===== config.mk =====
export PLATFORM = sky130hd
export DESIGN_NAME = adder_job_master
export DESIGN_NICKNAME = d
export VERILOG_FILES = /design/src/rtl/adder_job_master.sv
export SDC_FILE = /design/constraint.sdc
export NUM_CORES = 1
export LEC_CHECK = 0
export ABC_AREA = 0
export CORE_MARGIN = 3
export CORE_UTILIZATION = 44
export CTS_BUF_LIST = sky130_fd_sc_hd__clkbuf_16
export CTS_CLUSTER_SIZE = 8
export DETAILED_ROUTE_END_ITERATION = 8
export MAX_ROUTING_LAYER = met4
export PLACE_DENSITY_LB_ADDON = 0.12
export SETUP_SLACK_MARGIN = 0.3
export SLEW_MARGIN = 15
export SYNTH_ARGS = -nofsm -noshare
export SYNTH_HDL_FRONTEND = slang
export SYNTH_SLANG_ARGS = --single-unit
export TNS_END_PERCENT = 1

===== constraint.sdc =====
create_clock -name ACLK -period 6.55 [get_ports ACLK]
set_clock_uncertainty 0.2 [all_clocks]
set_input_delay 0.655 -clock ACLK [delete_from_list [all_inputs] [get_ports ACLK]]
set_output_delay 0.655 -clock ACLK [all_outputs]
set_load 0.005 [all_outputs]

===== src/rtl/adder_job_master.sv =====
// adder_job_master: AXI4-Lite master running one adder job (R0, R1, CTRL, poll STATUS, read RESULT); ADDER_JOB_TIMEOUT_EN bounds polling to C_POLL_MAX reads
module adder_job_master #(
  parameter int C_M_AXI_ADDR_WIDTH = 32,
  parameter int C_M_AXI_DATA_WIDTH = 32,
  parameter logic [C_M_AXI_ADDR_WIDTH-1:0] C_BASE_ADDR = '0,
  parameter int C_POLL_MAX = 255
) (
  input  logic                            ACLK,
  input  logic                            ARSTn,
  input  logic                            i_job_valid,
  output logic                            o_job_ready,
  input  logic [31:0]                     i_job_a,
  input  logic [31:0]                     i_job_b,
  input  logic                            i_job_op,
  output logic                            o_res_valid,
  input  logic                            i_res_ready,
  output logic [31:0]                     o_res_data,
  output logic                            o_res_err,
  output logic [C_M_AXI_ADDR_WIDTH-1:0]   M_AXI_AWADDR,
  output logic [2:0]                      M_AXI_AWPROT,
  output logic                            M_AXI_AWVALID,
  input  logic                            M_AXI_AWREADY,
  output logic [C_M_AXI_DATA_WIDTH-1:0]   M_AXI_WDATA,
  output logic [C_M_AXI_DATA_WIDTH/8-1:0] M_AXI_WSTRB,
  output logic                            M_AXI_WVALID,
  input  logic                            M_AXI_WREADY,
  input  logic [1:0]                      M_AXI_BRESP,
  input  logic                            M_AXI_BVALID,
  output logic                            M_AXI_BREADY,
  output logic [C_M_AXI_ADDR_WIDTH-1:0]   M_AXI_ARADDR,
  output logic [2:0]                      M_AXI_ARPROT,
  output logic                            M_AXI_ARVALID,
  input  logic                            M_AXI_ARREADY,
  input  logic [C_M_AXI_DATA_WIDTH-1:0]   M_AXI_RDATA,
  input  logic [1:0]                      M_AXI_RRESP,
  input  logic                            M_AXI_RVALID,
  output logic                            M_AXI_RREADY
);
  localparam int AW = C_M_AXI_ADDR_WIDTH;
  localparam int DW = C_M_AXI_DATA_WIDTH;
  localparam logic [AW-1:0] A_R0   = C_BASE_ADDR + AW'(32'h00);
  localparam logic [AW-1:0] A_R1   = C_BASE_ADDR + AW'(32'h04);
  localparam logic [AW-1:0] A_CTRL = C_BASE_ADDR + AW'(32'h08);
  localparam logic [AW-1:0] A_STAT = C_BASE_ADDR + AW'(32'h0C);
  localparam logic [AW-1:0] A_RES  = C_BASE_ADDR + AW'(32'h10);

  if (DW != 32) begin : g_bad_dw
    $error("adder_job_master supports only a 32-bit data bus");
  end
  if (C_POLL_MAX < 1 || C_POLL_MAX > 65535) begin : g_bad_poll
    $error("adder_job_master C_POLL_MAX must be 1..65535");
  end

  typedef enum logic [3:0] {IDLE, WR_R0, WR_R1, WR_CTRL, POLL_AR, POLL_R, RD_AR, RD_R, RESP} state_t;
  state_t state_q, state_d;
  logic [AW-1:0] awaddr_q, awaddr_d, araddr_q, araddr_d;
  logic [DW-1:0] wdata_q, wdata_d;
  logic [31:0] b_q, b_d, res_data_q, res_data_d;
  logic op_q, op_d, res_err_q, res_err_d, res_valid_q, res_valid_d;
  logic awvalid_q, awvalid_d, wvalid_q, wvalid_d, arvalid_q, arvalid_d;
  logic bready_q, bready_d, rready_q, rready_d;
  logic b_hs, r_hs, ar_hs, fail;
`ifdef ADDER_JOB_TIMEOUT_EN
  logic [15:0] poll_cnt_q, poll_cnt_d;
`endif

  always_comb begin
    state_d    = state_q;
    awaddr_d   = awaddr_q;
    araddr_d   = araddr_q;
    wdata_d    = wdata_q;
    b_d        = b_q;
    op_d       = op_q;
    res_data_d = res_data_q;
    res_err_d  = res_err_q;
    awvalid_d  = awvalid_q & ~M_AXI_AWREADY;
    wvalid_d   = wvalid_q & ~M_AXI_WREADY;
    arvalid_d  = arvalid_q & ~M_AXI_ARREADY;
    b_hs       = M_AXI_BVALID & bready_q;
    r_hs       = M_AXI_RVALID & rready_q;
    ar_hs      = arvalid_q & M_AXI_ARREADY;
    fail       = 1'b0;
`ifdef ADDER_JOB_TIMEOUT_EN
    poll_cnt_d = poll_cnt_q;
`endif
    case (state_q)
      IDLE: if (i_job_valid) begin
        state_d    = WR_R0;
        b_d        = i_job_b;
        op_d       = i_job_op;
        res_data_d = '0;
        res_err_d  = 1'b0;
`ifdef ADDER_JOB_TIMEOUT_EN
        poll_cnt_d = '0;
`endif
      end
      WR_R0:   if (b_hs) begin fail = |M_AXI_BRESP; state_d = WR_R1;   end
      WR_R1:   if (b_hs) begin fail = |M_AXI_BRESP; state_d = WR_CTRL; end
      WR_CTRL: if (b_hs) begin fail = |M_AXI_BRESP; state_d = POLL_AR; end
      POLL_AR: if (ar_hs) state_d = POLL_R;
      POLL_R: if (r_hs) begin
        fail    = |M_AXI_RRESP;
        state_d = M_AXI_RDATA[1] ? RD_AR : POLL_AR;
`ifdef ADDER_JOB_TIMEOUT_EN
        if (!M_AXI_RDATA[1]) begin
          poll_cnt_d = poll_cnt_q + 16'd1;
          fail       = fail | (poll_cnt_d == 16'(C_POLL_MAX));
        end
`endif
      end
      RD_AR: if (ar_hs) state_d = RD_R;
      RD_R: if (r_hs) begin
        fail       = |M_AXI_RRESP;
        res_data_d = M_AXI_RDATA;
        state_d    = RESP;
      end
      RESP:    if (i_res_ready) state_d = IDLE;
      default: state_d = IDLE;
    endcase
    if (fail) begin
      state_d    = RESP;
      res_err_d  = 1'b1;
      res_data_d = '0;
    end
    // every transition is a change of state, so entry actions key off state_d != state_q
    if (state_d != state_q) begin
      awvalid_d = state_d inside {WR_R0, WR_R1, WR_CTRL};
      wvalid_d  = state_d inside {WR_R0, WR_R1, WR_CTRL};
      arvalid_d = state_d inside {POLL_AR, RD_AR};
      awaddr_d  = state_d == WR_R0 ? A_R0 : state_d == WR_R1 ? A_R1 : A_CTRL;
      wdata_d   = state_d == WR_R0 ? i_job_a : state_d == WR_R1 ? b_q : {30'b0, op_q, 1'b1};
      araddr_d  = state_d == RD_AR ? A_RES : A_STAT;
    end
    bready_d    = state_d inside {WR_R0, WR_R1, WR_CTRL};
    rready_d    = state_d inside {POLL_R, RD_R};
    res_valid_d = state_d == RESP;
  end

  always_ff @(posedge ACLK or negedge ARSTn) begin
    if (!ARSTn) begin
      state_q     <= IDLE;
      awaddr_q    <= '0;
      araddr_q    <= '0;
      wdata_q     <= '0;
      b_q         <= '0;
      op_q        <= 1'b0;
      res_data_q  <= '0;
      res_err_q   <= 1'b0;
      res_valid_q <= 1'b0;
      awvalid_q   <= 1'b0;
      wvalid_q    <= 1'b0;
      arvalid_q   <= 1'b0;
      bready_q    <= 1'b0;
      rready_q    <= 1'b0;
`ifdef ADDER_JOB_TIMEOUT_EN
      poll_cnt_q  <= '0;
`endif
    end else begin
      state_q     <= state_d;
      awaddr_q    <= awaddr_d;
      araddr_q    <= araddr_d;
      wdata_q     <= wdata_d;
      b_q         <= b_d;
      op_q        <= op_d;
      res_data_q  <= res_data_d;
      res_err_q   <= res_err_d;
      res_valid_q <= res_valid_d;
      awvalid_q   <= awvalid_d;
      wvalid_q    <= wvalid_d;
      arvalid_q   <= arvalid_d;
      bready_q    <= bready_d;
      rready_q    <= rready_d;
`ifdef ADDER_JOB_TIMEOUT_EN
      poll_cnt_q  <= poll_cnt_d;
`endif
    end
  end

  assign o_job_ready   = state_q == IDLE;
  assign o_res_valid   = res_valid_q;
  assign o_res_data    = res_data_q;
  assign o_res_err     = res_err_q;
  assign M_AXI_AWADDR  = awaddr_q;
  assign M_AXI_AWPROT  = 3'b000;
  assign M_AXI_AWVALID = awvalid_q;
  assign M_AXI_WDATA   = wdata_q;
  assign M_AXI_WSTRB   = '1;
  assign M_AXI_WVALID  = wvalid_q;
  assign M_AXI_BREADY  = bready_q;
  assign M_AXI_ARADDR  = araddr_q;
  assign M_AXI_ARPROT  = 3'b000;
  assign M_AXI_ARVALID = arvalid_q;
  assign M_AXI_RREADY  = rready_q;
endmodule


Yosys cells after proc, flatten, opt, wreduce, memory -nomap -nowiden

Index checks and enable logic that the tools add are counted.

Register bits after elaboration: 172
Output and inout port bits: 146

Equality and inequality tests: 19
Muxes and demuxes: 30
Bitwise operators: 9
Reduce and logical (&&, ||, !) cells: 14

Operator list:

| operator                                                                 | count |
|---|---|
| 32-bit two-way mux                                                       | 5 |
| 32-bit case mux with 2 select lines                                      | 1 |
| 4-bit two-way mux                                                        | 12 |
| 4-bit case mux with 9 select lines                                       | 1 |
| 4-bit by 3-bit equality test with 1-bit output (second input constant)   | 8 |
| 4-bit by 2-bit equality test with 1-bit output (second input constant)   | 4 |
| 4-bit by 1-bit equality test with 1-bit output (second input constant)   | 2 |
| 4-bit equality test (second input constant)                              | 2 |
| 1-bit two-way mux                                                        | 8 |
| 2-bit nonzero test                                                       | 4 |
| 1-bit bitwise AND                                                        | 6 |
| 3-bit nonzero test                                                       | 2 |
| 2-bit OR reduction                                                       | 3 |
| 5-bit two-way mux                                                        | 1 |
| 4-bit zero test                                                          | 1 |
| 4-bit inequality test                                                    | 1 |
| 2-bit AND reduction                                                      | 2 |
| 3-bit by 2-bit inequality test with 1-bit output (second input constant) | 1 |
| 3-bit inequality test (second input constant)                            | 1 |
| 1-bit inverter                                                           | 3 |
| 3-bit AND reduction                                                      | 1 |
| 3-bit OR reduction                                                       | 1 |
| 2-bit two-way mux                                                        | 1 |
| 1-bit case mux with 2 select lines                                       | 1 |

Logic depth before layout (Yosys ltp)

Gate-level depths: netlist (run 1).

Word-level depth: 7
Mapped depth: 9
Mapped depth without buffers: 6

Worst setup path before layout (run 1)

Ideal clock, no wire load.

Path type: in2reg
Start: input port M_AXI_RVALID
End: register awaddr_q[2] (netlist: M_AXI_AWADDR[2])
Arrival time: 2305 ps
Setup slack: 3920 ps
Stages: 7
Buffers on the path: 2
Cells stage by stage: and2_1 a311o_1 a32oi_2 and4b_1 buf_2 buf_6 mux2_2

Cells in the longest elaborated chain, start to end: 7

RTL lines:

| what                                                                                     | line | source |
|---|---|---|
| start, declared                                                                          | 36   | `input logic M_AXI_RVALID,` |
| 1-bit bitwise AND (*)                                                                    | 80   | `r_hs = M_AXI_RVALID & rready_q;` |
| 4-bit two-way mux, or another cell as far along                                          | 112  | `RD_R: if (r_hs) begin` |
| 4-bit case mux with 9 select lines or 1-bit case mux with 2 select lines (tied branches) | 86   | `case (state_q)` |
| 4-bit two-way mux (*)                                                                    | 120  | `if (fail) begin` |
| 4-bit by 2-bit equality test with 1-bit output                                           | 130  | `awaddr_d = state_d == WR_R0 ? A_R0 : state_d == WR_R1 ? A_R1 : A_CTRL;` |
| 4-bit two-way mux (2 in series)                                                          | 130  |  |
| end signal, assigned                                                                     | 160  | `awaddr_q <= awaddr_d;` |
| end, declared                                                                            | 56   | `logic [AW-1:0] awaddr_q, awaddr_d, araddr_q, araddr_d;` |

Every way passes the cells marked *; elsewhere a longest branch is shown, timed or not.
A chain may end at the register's enable or synchronous reset.

Worst setup path in the final report (run 1)

Start: register state_q[0]
End: register wdata_q[14] (netlist: M_AXI_WDATA[14])

Cells in the longest elaborated chain, start to end: 7

RTL lines:

| what                                                                         | line | source |
|---|---|---|
| start, declared                                                              | 55   | `state_t state_q, state_d;` |
| start signal, assigned                                                       | 159  | `state_q <= state_d;` |
| 4-bit by 2-bit equality test with 1-bit output, or another cell as far along | 86   |  |
| 3-bit OR reduction (no line) or 2-bit OR reduction (tied branches)           | --   |  |
| 1-bit case mux with 2 select lines                                           | 86   |  |
| 4-bit two-way mux                                                            | 120  |  |
| 4-bit by 2-bit equality test with 1-bit output                               | 131  | `wdata_d = state_d == WR_R0 ? i_job_a : state_d == WR_R1 ? b_q : {30'b0, op_q, 1'b1};` |
| 32-bit two-way mux (2 in series)                                             | 131  |  |
| end signal, assigned                                                         | 162  | `wdata_q <= wdata_d;` |
| end, declared                                                                | 57   | `logic [DW-1:0] wdata_q, wdata_d;` |

Parallel ways exist; a longest one is shown, timed or not.

==> results.md, run 1 <==
- Outcome: finished, final reports clean
- Vias per inst: 5.07
- Worst endpoint required time: 6.62 ns
- Drt pass-1 iters: 4
- Rows: 39
- # setup viols final: 0
- Core box area: 11500 um^2
- Post-route ant nets: 0
- Async set-reset flop share out of synthesis: 100%
- Initial DRC Count: 306
- Layout fillers: 956
- Largest net degree at the start of global routing: 58
- Post-Synth Simple-Gate Area: slightly below 8%
- Ys flop type: dfrtp_1
- Switching power: 1140 uW
- Reg2Reg Setup Slack: 2.35 ns
- RSZ-0062 raised after global routing: false
- Proportion of layout cells with a drive suffix above 1: about a tenth
- Internal power component: ~2000 uW
- Detailed placement HPWL: 9.21 mm
- Vias in the first global route: slightly below 4000
- FF-to-FF End: M_AXI_WDATA[14]
- Startpoint Class: register
- Final Util: 62.2%
- Post-CTS Setup Bufs: 0
- Total number of vias: 3907
- # hold bufs at CTS: 0
- Post-Route WL: 13.0 mm
- Worst slew margin: 26.9%
- Net Sw Frac: 36.8%
- Worst reg2reg path startpoint: state_q[0]
- Final hold violations: 0
- Initial core utilization: 45.3%
- Clock Power Share: 17.3%
- Fin. max-slew vios: 0
- Worst-margin pin slew: 1.09 ns
- Clk sinks: 112
- Main combinational cell family by area after synthesis: compound AO/OA/AOI/OAI gates
- Sequential area share after synthesis: 53.9%
- Compound-cell area share of the yosys netlist: between 10% and 20%
- Die ar.: 13200 um^2
- Commonest non-fill, non-tap cell in the layout: clkdlybuf4s50_1
- Unique masters post-synth: 47
- Max-capacitance violation count: 0
- Final setup TNS: 0 ns
- Crit path kind: register to register
- Htree depth: 3
- Ys Warns: 0
- Post-synthesis mux area share: 7.10%
- Worst path arrival time: 4.27 ns
- Dpl cells: 754
- Flop pwr share: 35.7%
- Levels on crit path: 7
- Drt drc: 0
- GRT Residual Overflow: 0
- CTS resizes: 0
- Root Buffer: clkbuf_16
- Fin cells: 770
- CP max stage cell: o311ai_4
- Worst-path maximum fanout: 45
- Initial antenna violation count: 0
- Nets: between 700 and 800
- Die width: about 110 um
- Post-route minimum period: between 4 and 5 ns
- Max Fclk: 0.238 GHz
- PD cells: around 430 nW/um^2
- CP endpoint kind: register
- Cell area after synthesis: 5200 um^2
- CTS buffer count: 9
- Post-Synth XOR/XNOR Area: less than 1%
- Post-synth EDFFs: 0
- CTS tree: yes
- Static Leakage: between 0.003 and 0.004 uW
- Area delta synth->final: 37.2%
- Slowest stage delay, CP: 0.95 ns
- Die span in y: around 110 um
- Avg Cell Area, Syn: 11.5 um^2
- Hold WC Path Type: input pin to asynchronous set/reset pin
- Highest-count cells in the layout ignoring fill and taps: clkdlybuf4s50_1 (185), dfrtp_1 (112), conb_1 (69)
- Gate Count Post-Synth: between 400 and 500
- Final period util: 64.1%
- RD Place Congestion: just over 0.8
- Total chip power: around 3100 uW
- Worst path bufs/invs: 1
- Clock Latency Late Sink: approximately 0.35 ns
- Logic pwr share: 47.0%
- I/O pins: 256
- Reg2reg path depth: 7
- Synth Area in Adders: 0%
- Peak supply drop: 0.000261 V
- Yosys reg bits: about 110
- Hold_ws: roughly 0.16 ns
- Port Buffer Count: 186
- Clock buffer depth: 2
- Crit-path cells: nor4_1, and2_2, a21oi_2, o311ai_4, buf_4, nor2_1, a21oi_1
- All-Layer GR Usage: 20.1%
- Antenna diode count: 0
- First-pass GRT wire length: 20.0 mm
- Cell family with most CP delay: simple AND/OR/NAND/NOR gates
- Clock slew at reported path FFs: 0.07 ns
- Per-cell routed wire length: 16.8 um
-- worst max-delay path by stage --
stage                            start         endpoint  slack, ns
after floorplan           M_AXI_RVALID  M_AXI_AWADDR[2]       3.92
after global placement     i_job_valid    M_AXI_ARVALID       2.46
after detailed placement   i_job_valid   M_AXI_WDATA[6]       2.36
after CTS                   state_q[0]  M_AXI_WDATA[14]       2.37
after global routing        state_q[0]   M_AXI_WDATA[6]       2.04
final                       state_q[0]  M_AXI_WDATA[14]       2.35
-- worst register-to-register path, stage by stage, from the launching register on --
cell,delay (ns)
dfrtp_1,0.54
nor4_1,0.51
and2_2,0.89
a21oi_2,0.24
o311ai_4,0.95
buf_4,0.55
nor2_1,0.10
a21oi_1,0.15
-- per-stage QoR --
stage	instance area [um^2]	setup slack (ns)
after detailed placement	6840	2.36
after global placement	6840	2.46
final	7130	2.35
after floorplan	5450	3.92
after global routing	7130	2.04
after CTS	7130	2.37
-- state kept, by name, indices dropped and copies added, names as in the netlist --
signal	count
M_AXI_WDATA	32
b_q	32
o_res_data	32
state_q	4
M_AXI_ARADDR	2
M_AXI_AWADDR	2
M_AXI_ARVALID	1
M_AXI_AWVALID	1
M_AXI_BREADY	1
M_AXI_RREADY	1
M_AXI_WVALID	1
o_res_err	1
o_res_valid	1
op_q	1
-- routing by layer --
metal / track usage, % / up-vias / part of all wire (%)
met5: - / - / 0
met4: 7.76 / 0 / 2.0
met3: 3.01 / 17 / 6.1
met2: 32.9 / 176 / 51
met1: 25.2 / 1908 / 41
li1: - / 1806 / -
-- power by group through the flow --
stage	Clock, uW	Combinational, uW	Sequential [uW]
finish	536	1450	1100
global route	578	1610	1140
floorplan	0	1040	1080
global placement	0	1410	1110
detailed placement	0	1460	1120
CTS	547	1460	1100
-- synth_stat cells (2+ instances only) --
library cell    n  area [um^2]
a211o_1         2         17.5
a21oi_1        31          155
a22o_1         33          289
a22oi_1        30          225
and2_1          5         31.3
and4b_1         2         20.0
buf_2          12         60.1
buf_4          77          578
buf_6           4         45.0
clkbuf_1        6         22.5
conb_1          2         7.51
dfrtp_1       112         2800
inv_1           7         26.3
mux2_2         31          349
mux2i_1         2         20.0
nand2_1         7         26.3
nand2b_1        5         31.3
nand3_1         2         10.0
nand4_1         2         12.5
nor2_1         38          143
nor2b_1         3         18.8
nor3_1          3         15.0
nor4_1          2         12.5
o21ai_0         7         35.0
o221ai_1        2         17.5
or2_2           2         12.5
or3_1           3         18.8
-- layout make-up --
cell class / count / area (um^2) / share of cell area [%]
clock buffers: 9 / 225 / 3.16
inverters: 7 / 26.3 / 0.368
multi-input cells: 301 / 1940 / 27.2
well taps: 143 / 179 / 2.51
repair buffers: 191 / 1900 / 26.6
flip-flops and latches: 112 / 2800 / 39.3
clock inverters: 7 / 63.8 / 0.895
-- cell families after synthesis --
kind of cell | after synthesis
other | 2
xor gates and xnor gates | 1
AOI/OAI and AO/OA | 119
DFF | 112
buffers and inverters | 106
and+or+nand+nor | 79
muxes | 33
Power figures use the tool's default switching activity.
==> inputs of run 2 (changes only) <==
- CORE_UTILIZATION: 44 -> 41
- clock period: 6.55 -> 4.21 ns (I/O delays scaled with it)
==> run 2 against run 1 <==
Combinational power increased by 57%. Sequential cell count is the same. Clock power is 46% higher. Core utilization shrank 3.3 points. Cell count rose by 3.9%. Sequential share of layout area is 0.31 points lower. Die area grew 6.9%. Worst setup slack got worse by 1.7 ns. Cell area up 0.79%.
==> results.md, run 2 (synthesis gave the netlist of run 1 again) <==
- Outcome: finished, final reports clean (unchanged)
- Peak supply drop: 0.000355 V (was 0.000261 V)
- Worst reg2reg path startpoint: state_q[3] (was state_q[0])
- Total number of vias: 3920 (was 3907)
- Crit-path cells: or2_2, o221ai_1, a21oi_2, o311ai_4, buf_4, nor2_1, a21oi_1 (was nor4_1, and2_2, a21oi_2, o311ai_4, buf_4, nor2_1, a21oi_1)
- Clock buffer depth: 2 (unchanged)
- Fin. max-slew vios: 0 (unchanged)
- GRT Residual Overflow: 0 (unchanged)
- Per-cell routed wire length: 16.1 um (was 16.8 um)
- Commonest non-fill, non-tap cell in the layout: clkdlybuf4s50_1 (unchanged)
- Vias in the first global route: 4031 (was 3914)
- Area delta synth->final: 38.3% (was 37.2%)
- Crit path kind: register to register (unchanged)
- RD Place Congestion: 0.814 (was 0.806)
- CTS buffer count: 9 (unchanged)
- Initial DRC Count: 253 (was 306)
- Clock slew at reported path FFs: 0.07 ns (about the same)
- Antenna diode count: 0 (unchanged)
- All-Layer GR Usage: 18.6% (was 20.1%)
- Worst path arrival time: 3.58 ns (was 4.27 ns)
- Worst endpoint required time: 4.27 ns (was 6.62 ns)
- Hold Path Origin: o_res_err
- CP endpoint kind: register (unchanged)
- Reg2reg path depth: 7 (unchanged)
- Post-Route WL: 12.9 mm (was 13.0 mm)
- Vias per inst: 4.90 (was 5.07)
- Worst slew margin: 25.8% (was 26.9%)
- Clock Latency Late Sink: 0.33 ns (was 0.35 ns)
- Nets: 737 (was 732)
- Die span in y: 119 um (was 115 um)
- Highest-count cells in the layout ignoring fill and taps: clkdlybuf4s50_1 (185), dfrtp_1 (112), conb_1 (69) (unchanged)
- Max Fclk: 0.284 GHz (was 0.238 GHz)
- Cell family with most CP delay: compound AO/OA/AOI/OAI gates (was simple AND/OR/NAND/NOR gates)
- PD cells: 663 nW/um^2 (was 433 nW/um^2)
- Levels on crit path: 7 (unchanged)
- Initial antenna violation count: 0 (unchanged)
- Clk sinks: 112 (unchanged)
- Hold WC Path Type: register to register (was input pin to asynchronous set/reset pin)
- Slowest stage delay, CP: 0.95 ns (about the same)
- Static Leakage: 0.00312 uW (was 0.00309 uW)
- Initial core utilization: 42.6% (was 45.3%)
- Die width: 119 um (was 115 um)
- Drt drc: 0 (unchanged)
- # setup viols final: 0 (unchanged)
- Startpoint Class: register (unchanged)
- Htree depth: 3 (unchanged)
- Post-route minimum period: 3.52 ns (was 4.20 ns)
- Total chip power: 4770 uW (was 3090 uW)
- Worst hold path depth: 1
- CTS tree: yes (unchanged)
- Proportion of layout cells with a drive suffix above 1: 10.4% (was 9.57%)
- Post-route ant nets: 0 (unchanged)
- CTS resizes: 0 (unchanged)
- Worst-path maximum fanout: 44 (was 45)
- Detailed placement HPWL: 9.63 mm (was 9.21 mm)
- Final period util: 83.6% (was 64.1%)
- Die ar.: 14100 um^2 (was 13200 um^2)
- Largest net degree at the start of global routing: 54 (was 58)
- Reg2Reg Setup Slack: 0.69 ns (was 2.35 ns)
- Worst-margin pin slew: 1.11 ns (was 1.09 ns)
- First-pass GRT wire length: 20.5 mm (was 20.0 mm)
- CP max stage cell: o311ai_4 (unchanged)
- Final setup TNS: 0 ns (unchanged)
- I/O pins: 256 (unchanged)
- Worst path bufs/invs: 1 (unchanged)
- RSZ-0062 raised after global routing: false (unchanged)
- Root Buffer: clkbuf_16 (unchanged)
- Port Buffer Count: 186 (unchanged)
- Final hold violations: 0 (unchanged)
- Max-capacitance violation count: 0 (unchanged)
- FF-to-FF End: M_AXI_WDATA[5] (was M_AXI_WDATA[14])
- Sink of the worst hold path: o_res_err
- Rows: 40 (was 39)
- Core box area: 12200 um^2 (was 11500 um^2)
- Drt pass-1 iters: 4 (unchanged)
==> run 2: report_power, final <==
group | internal (uW) | switching [uW] | leakage [uW]
sequential | 1480 | 232 | 0.00141
combinational | 1120 | 1150 | 0.00157
clock | 403 | 381 | 0.000135
==> run 2: how the worst max path moves through the flow <==
stage,end,from
2_1_floorplan,M_AXI_AWADDR[2],M_AXI_RVALID
3_3_place_gp,M_AXI_WDATA[6],M_AXI_RVALID
3_5_place_dp,M_AXI_WDATA[5],M_AXI_RVALID
4_1_cts,M_AXI_WDATA[5],state_q[3]
5_1_grt,M_AXI_WDATA[11],state_q[3]
6_report,M_AXI_WDATA[5],state_q[3]
==> run 2: through the flow <==
step | utilization (%) | hold WS [ns] | instances | setup slack (ns) | area [um^2]
global placement | 56.5 | 0.266 | 783 | 0.603 | 6900
CTS | 58.8 | 0.279 | 800 | 0.742 | 7180
detailed placement | 56.5 | 0.264 | 783 | 0.478 | 6900
finish | 58.9 | 0.276 | 800 | 0.690 | 7190
floorplan | - | -0.0746 | 519 | 1.81 | 5450
global route | 58.9 | 0.298 | 800 | 0.461 | 7190
==> run 2: timing repair <==
item                                   in CTS  in global routing
buffers inserted                            0                  0
hold buffers                                1                  0
endpoints found under the hold margin      51                  0
==> run 2: final cells by class <==
type,count,area [um^2]
clock inverter,7,48.8
sequential,112,2800
clock buffer,9,225
timing repair buffer,196,1940
inverter,7,26.3
tap,168,210
fill,1018,5020
multi-input combinational,301,1940
==> run 2: routing by layer <==
| metal | wire length, um | GRT usage (%) | part of all wire [%] | up-vias |
|---|---|---|---|---|
| met2 | 6760 | 32.1 | 52 | 174 |
| li1 | - | - | - | 1831 |
| met5 | 0 | - | 0 | - |
| met1 | 5150 | 22.3 | 40 | 1895 |
| met4 | 240 | 5.21 | 1.9 | 0 |
| met3 | 751 | 3.64 | 5.8 | 20 |
